<file path="src/rtl/mem_arbiter_if.sv">
// Requester and memory-side signal bundle for mem_arbiter.
// The slave modport is the arbiter. The master modport is the requesters plus the memory.
interface mem_arbiter_if #(
  parameter int DW = 8,
  parameter int AW = 2
);
  logic          req0, req1;
  logic          we0, we1;
  logic [AW-1:0] addr0, addr1;
  logic [DW-1:0] wdata0, wdata1;
  logic          gnt0, gnt1;
  logic          rvalid0, rvalid1;
  logic [DW-1:0] rdata0, rdata1;
  logic          init_done;
  logic          mem_rd_en, mem_wr_en;
  logic [AW-1:0] mem_rd_addr, mem_wr_addr;
  logic [DW-1:0] mem_wr_data;
  logic [DW-1:0] mem_rd_data;

  modport slave (
    input  req0, req1, we0, we1,
    input  addr0, addr1, wdata0, wdata1,
    input  mem_rd_data,
    output gnt0, gnt1, rvalid0, rvalid1,
    output rdata0, rdata1, init_done,
    output mem_rd_en, mem_wr_en,
    output mem_rd_addr, mem_wr_addr,
    output mem_wr_data
  );

  modport master (
    output req0, req1, we0, we1,
    output addr0, addr1, wdata0, wdata1,
    output mem_rd_data,
    input  gnt0, gnt1, rvalid0, rvalid1,
    input  rdata0, rdata1, init_done,
    input  mem_rd_en, mem_wr_en,
    input  mem_rd_addr, mem_wr_addr,
    input  mem_wr_data
  );
endinterface

</file>
<file path="src/rtl/mem_arbiter.sv">
// Two-requester round-robin arbiter in front of mem_mod.
// It clears every memory word after reset and steers read data back to the requester that issued the read.
module mem_arbiter #(
  parameter int DATA_WIDTH = 8,
  parameter int MAX_ADDR   = 4,
  parameter int ADDR_WIDTH = $clog2(MAX_ADDR)
) (
  input logic          clk,
  input logic          rst,
  mem_arbiter_if.slave bus
);

  typedef enum logic {INIT, ARB} state_e;

  localparam logic [ADDR_WIDTH-1:0] LAST =
    ADDR_WIDTH'(MAX_ADDR - 1);

  state_e                state_q, state_d;
  logic [ADDR_WIDTH-1:0] cnt_q, cnt_d;
  logic                  ptr_q, ptr_d;
  logic                  pend_q, pend_d;
  logic                  own_q, own_d;

  logic in_init, in_arb;
  logic g0, g1;

  always_ff @(posedge clk) begin
    if (rst) begin
      state_q <= INIT;
      cnt_q   <= '0;
      ptr_q   <= 1'b0;
      pend_q  <= 1'b0;
      own_q   <= 1'b0;
    end else begin
      state_q <= state_d;
      cnt_q   <= cnt_d;
      ptr_q   <= ptr_d;
      pend_q  <= pend_d;
      own_q   <= own_d;
    end
  end

  always_comb begin
    state_d = state_q;
    unique case (state_q)
      INIT: if (cnt_q == LAST) state_d = ARB;
      ARB:  state_d = ARB;
      default: state_d = INIT;
    endcase
  end

  // Everything facing the memory or the requesters is forced quiet while rst is high.
  assign in_init = !rst && (state_q == INIT);
  assign in_arb  = !rst && (state_q == ARB);

  // Contention goes to the requester the pointer selects.
  assign g0 = in_arb && bus.req0 && (!bus.req1 || !ptr_q);
  assign g1 = in_arb && bus.req1 && (!bus.req0 || ptr_q);

  always_comb begin
    cnt_d  = in_init ? cnt_q + 1'b1 : cnt_q;
    ptr_d  = ptr_q;
    if (g0) ptr_d = 1'b1;
    if (g1) ptr_d = 1'b0;
    pend_d = (g0 && !bus.we0) || (g1 && !bus.we1);
    own_d  = g1;
  end

  always_comb begin
    bus.gnt0        = g0;
    bus.gnt1        = g1;
    bus.rvalid0     = !rst && pend_q && !own_q;
    bus.rvalid1     = !rst && pend_q && own_q;
    bus.rdata0      = bus.mem_rd_data;
    bus.rdata1      = bus.mem_rd_data;
    bus.init_done   = in_arb;
    bus.mem_wr_en   = 1'b0;
    bus.mem_wr_addr = '0;
    bus.mem_wr_data = '0;
    bus.mem_rd_en   = 1'b0;
    bus.mem_rd_addr = '0;
    unique case (1'b1)
      in_init: begin
        bus.mem_wr_en   = 1'b1;
        bus.mem_wr_addr = cnt_q;
      end
      g0: begin
        bus.mem_wr_en   = bus.we0;
        bus.mem_rd_en   = !bus.we0;
        bus.mem_wr_addr = bus.addr0;
        bus.mem_rd_addr = bus.addr0;
        bus.mem_wr_data = bus.wdata0;
      end
      g1: begin
        bus.mem_wr_en   = bus.we1;
        bus.mem_rd_en   = !bus.we1;
        bus.mem_wr_addr = bus.addr1;
        bus.mem_rd_addr = bus.addr1;
        bus.mem_wr_data = bus.wdata1;
      end
      default: ;
    endcase
  end

endmodule

</file>
<file path="src/flat_wrapper.sv">
// flat-port wrapper written by rule: the top's interface ports become plain ports
module mem_arbiter_flat 
#(
  parameter int DATA_WIDTH = 8,
  parameter int MAX_ADDR   = 4,
  parameter int ADDR_WIDTH = $clog2(MAX_ADDR)
)
  (clk, rst, bus_req0, bus_req1, bus_we0, bus_we1, bus_addr0, bus_addr1, bus_wdata0, bus_wdata1, bus_mem_rd_data, bus_gnt0, bus_gnt1, bus_rvalid0, bus_rvalid1, bus_rdata0, bus_rdata1, bus_init_done, bus_mem_rd_en, bus_mem_wr_en, bus_mem_rd_addr, bus_mem_wr_addr, bus_mem_wr_data);
  mem_arbiter_if #(.DW(8), .AW(2)) bus_i ();
  input logic clk;
  input logic rst;
  input wire logic [$bits(bus_i.req0)-1:0] bus_req0;
  input wire logic [$bits(bus_i.req1)-1:0] bus_req1;
  input wire logic [$bits(bus_i.we0)-1:0] bus_we0;
  input wire logic [$bits(bus_i.we1)-1:0] bus_we1;
  input wire logic [$bits(bus_i.addr0)-1:0] bus_addr0;
  input wire logic [$bits(bus_i.addr1)-1:0] bus_addr1;
  input wire logic [$bits(bus_i.wdata0)-1:0] bus_wdata0;
  input wire logic [$bits(bus_i.wdata1)-1:0] bus_wdata1;
  input wire logic [$bits(bus_i.mem_rd_data)-1:0] bus_mem_rd_data;
  output wire logic [$bits(bus_i.gnt0)-1:0] bus_gnt0;
  output wire logic [$bits(bus_i.gnt1)-1:0] bus_gnt1;
  output wire logic [$bits(bus_i.rvalid0)-1:0] bus_rvalid0;
  output wire logic [$bits(bus_i.rvalid1)-1:0] bus_rvalid1;
  output wire logic [$bits(bus_i.rdata0)-1:0] bus_rdata0;
  output wire logic [$bits(bus_i.rdata1)-1:0] bus_rdata1;
  output wire logic [$bits(bus_i.init_done)-1:0] bus_init_done;
  output wire logic [$bits(bus_i.mem_rd_en)-1:0] bus_mem_rd_en;
  output wire logic [$bits(bus_i.mem_wr_en)-1:0] bus_mem_wr_en;
  output wire logic [$bits(bus_i.mem_rd_addr)-1:0] bus_mem_rd_addr;
  output wire logic [$bits(bus_i.mem_wr_addr)-1:0] bus_mem_wr_addr;
  output wire logic [$bits(bus_i.mem_wr_data)-1:0] bus_mem_wr_data;
  assign bus_i.req0 = bus_req0;
  assign bus_i.req1 = bus_req1;
  assign bus_i.we0 = bus_we0;
  assign bus_i.we1 = bus_we1;
  assign bus_i.addr0 = bus_addr0;
  assign bus_i.addr1 = bus_addr1;
  assign bus_i.wdata0 = bus_wdata0;
  assign bus_i.wdata1 = bus_wdata1;
  assign bus_i.mem_rd_data = bus_mem_rd_data;
  assign bus_gnt0 = bus_i.gnt0;
  assign bus_gnt1 = bus_i.gnt1;
  assign bus_rvalid0 = bus_i.rvalid0;
  assign bus_rvalid1 = bus_i.rvalid1;
  assign bus_rdata0 = bus_i.rdata0;
  assign bus_rdata1 = bus_i.rdata1;
  assign bus_init_done = bus_i.init_done;
  assign bus_mem_rd_en = bus_i.mem_rd_en;
  assign bus_mem_wr_en = bus_i.mem_wr_en;
  assign bus_mem_rd_addr = bus_i.mem_rd_addr;
  assign bus_mem_wr_addr = bus_i.mem_wr_addr;
  assign bus_mem_wr_data = bus_i.mem_wr_data;
  mem_arbiter #(.DATA_WIDTH(DATA_WIDTH), .MAX_ADDR(MAX_ADDR), .ADDR_WIDTH(ADDR_WIDTH)) u_core (.clk(clk), .rst(rst), .bus(bus_i));
endmodule
</file>
<file path="config.mk">
export PLATFORM = sky130hd
export DESIGN_NAME = mem_arbiter_flat
export DESIGN_NICKNAME = d
export VERILOG_FILES = /design/src/rtl/mem_arbiter_if.sv /design/src/rtl/mem_arbiter.sv /design/src/flat_wrapper.sv
export SDC_FILE = /design/constraint.sdc
export NUM_CORES = 1
export LEC_CHECK = 0
export CORE_AREA = 8 8 50 62
export DETAILED_ROUTE_END_ITERATION = 16
export DIE_AREA = 0 0 58 70
export GPL_ROUTABILITY_DRIVEN = 0
export PLACE_DENSITY_LB_ADDON = 0.25
export SLEW_MARGIN = 40
export SYNTH_ARGS = -nofsm -noshare
export SYNTH_HDL_FRONTEND = slang
export SYNTH_SLANG_ARGS = --single-unit
</file>
<file path="constraint.sdc">
create_clock -name clk -period 3.1 [get_ports clk]
set_clock_uncertainty 0.1 [all_clocks]
set_input_delay 0.62 -clock clk [delete_from_list [all_inputs] [get_ports clk]]
set_output_delay 0.62 -clock clk [all_outputs]
set_load 0.005 [all_outputs]
</file>
==> out/qor.csv <==
metric,value,unit
status,completed,
cp.buffers_inverters,3,
track_usage,8.07,%
cpMaxStageDelayCell,clkdlybuf4s50_1,
leakage,0.000358,uW
yosysWarnings,0,
io_buffers,44,
pin_count,69,
htreeDepth,1,
startpoint_type,input pin,
synth-edff-count,0,
ys_ff_latch,6,
cts-root-buf,clkbuf_4,
cell_internal_pwr,196,uW
synth.distinct_cells,26,
final_cell_mix,"clkdlybuf4s50_1, a22o_1, dfxtp_1",
fin_util,43.6,%
place_ws,56.9,ps
cts_tree,yes,
syn_avg_cell_area,9.39,um^2
fin_crit,2940,ps
synth_top_area_cell,dfxtp_1,
antennaDiodeCount,0,
cp-startpoint,bus_req0,
design_area,933,um^2
hp-class,flop to flop,
crit_cells,6,
max_freq,0.340,GHz
r2r_cells,3,
cpMostUsedCell,clkdlybuf4s50_1,
hold_depth,1,
p_clk_share,26.7,%
fin_crit_sh,94.8,%
yosys-top-cells-area,"dfxtp_1, buf_4, a22o_1",
path_clk_slew,40,ps
powerDensity,280,nW/um^2
pwr-share-comb,36.9,%
dpl_cell_area,905,um^2
reg2reg_from,u_core.state_q$_SDFF_PP0_,
setup_violations,0,
dieHeight,70,um
ir_drop,144,uV
async_reset_ff_share,0,%
grt_pass1_vias,575,
rsz0062_at_grt,false,
crit_chain,clkdlybuf4s50_1 -> a21boi_2 -> nand2_2 -> inv_4 -> a221o_1 -> clkdlybuf4s50_1,
fin_nets,129,
vias_per_cell,4.74,
drv_cap,0,
synth_ff_type,dfxtp_1,
cp.arrival,2220,ps
fill_cells,224,
design.die.area,4060,um^2
relSlewSlack,78.7,%
worst_pin_slew,319,ps
path_max_fanout,13,
initial_utilization,27.7,%
cp_top_family,buffers and inverters,
core_area,2140,um^2
hold_viol_final,0,
p_switching,65.5,uW
ant_nets,0,
drive_above_1_share,14.1,%
syn_to_final_growth,57.7,%
hp-start,u_core.ptr_q$_SDFFE_PP0P_,
tns,0,ps
synth.top_cell.area_share,20.3,%
dp_cells,110,
post-cts-setup-buffers,0,
slew_violations,0,
stdcell_count,113,
syn-num-nets,98,
hpwl,1440,um
synth_area,592,um^2
slowest_delay,450,ps
drtIter0Drc,8,
cts_buffer_depth,2,
antenna_found_initial,0,
overflow,0,
synthCells,63,
cp.required,2380,ps
grt_pass1_wl,2650,um
sw_frac_of_total,25.1,%
wl_per_cell,14.9,um
grt_max_degree,15,
worst_skew_pair.late_latency,240,ps
setup_ws,162,ps
via_count,536,
synth-seq-area-share,20.3,%
drt-pass1-iter-count,2,
layout_commonest_cell,clkdlybuf4s50_1,
cp-end-kind,primary output,
clock-sinks,6,
die_width,58,um
worst-setup-path-type,input pin to primary output,
std_cell_rows,19,
wirelength,1680,um
route.detailed.drc,0,
cts_made_buffers,3,
seqPwrFrac,36.4,%
state kept, by name, indices dropped and copies added, names as in the netlist:
register / count
u_core.cnt_q: 2
u_core.own_q: 1
u_core.pend_q: 1
u_core.ptr_q: 1
u_core.state_q: 1
worst paths after layout:
kind,endpoint,slack (ps)
hold reg to reg,u_core.ptr_q$_SDFFE_PP0P_,430
hold / removal,u_core.ptr_q$_SDFFE_PP0P_,430
setup / recovery,bus_mem_wr_addr[0],160
setup reg to reg,u_core.pend_q$_SDFF_PP0_,1920
cell type report:
cell class | count | area, um^2 | share of cell area [%]
Sequential cell | 6 | 120 | 12.9
Clock buffer | 3 | 22.5 | 2.41
Multi-Input combinational cell | 34 | 290 | 31.1
Timing Repair Buffer | 46 | 455 | 48.8
Tap cell | 21 | 26.3 | 2.82
Inverter | 3 | 18.8 | 2.01
power by group through the flow:
stage                     sequential [uW]  clock, uW  combinational [uW]
after global placement               96.1          0                95.3
after floorplan                      91.9          0                61.4
after detailed placement             96.7          0                96.4
after CTS                            95.3       72.0                96.9
final                                95.3       69.7                96.4
after global routing                 96.4       75.9                 108
metrics by stage:
| stage | power, uW | hold slack (ps) |
|---|---|---|
| final | 261 | 432 |
| after global routing | 280 | 446 |
| after CTS | 264 | 411 |
| after detailed placement | 193 | 398 |
| after global placement | 191 | 386 |
| after floorplan | 153 | 362 |
per-layer routing:
layer	track usage, %	vias up	wire length [um]
met5	0	-	0
met4	4.92	0	27
met3	3.48	2	250
li1	-	272	-
met1	10.1	218	822
met2	10.9	44	582
cells by family after synthesis:
logic type | Yosys count | synth area share [%]
buf+inv | 23 | 31.3
simple gates | 12 | 15.2
compound gates | 19 | 27.9
mux | 1 | 1.69
fa+ha+maj | 1 | 2.11
xor+xnor | 1 | 1.48
flops | 6 | 20.3
synth_stat cells (2+ instances only):
library cell,number
buf_6,3
a221o_1,2
nor3b_1,3
buf_4,16
a22o_1,9
nor2_1,4
dfxtp_1,6
o22ai_1,2
what timing repair did:
item / CTS / global route
endpoints found under the setup margin: 0 / 12
hold buffers: 0 / 0
gates resized for setup: 0 / 2
(Power assumes the default switching activity.)
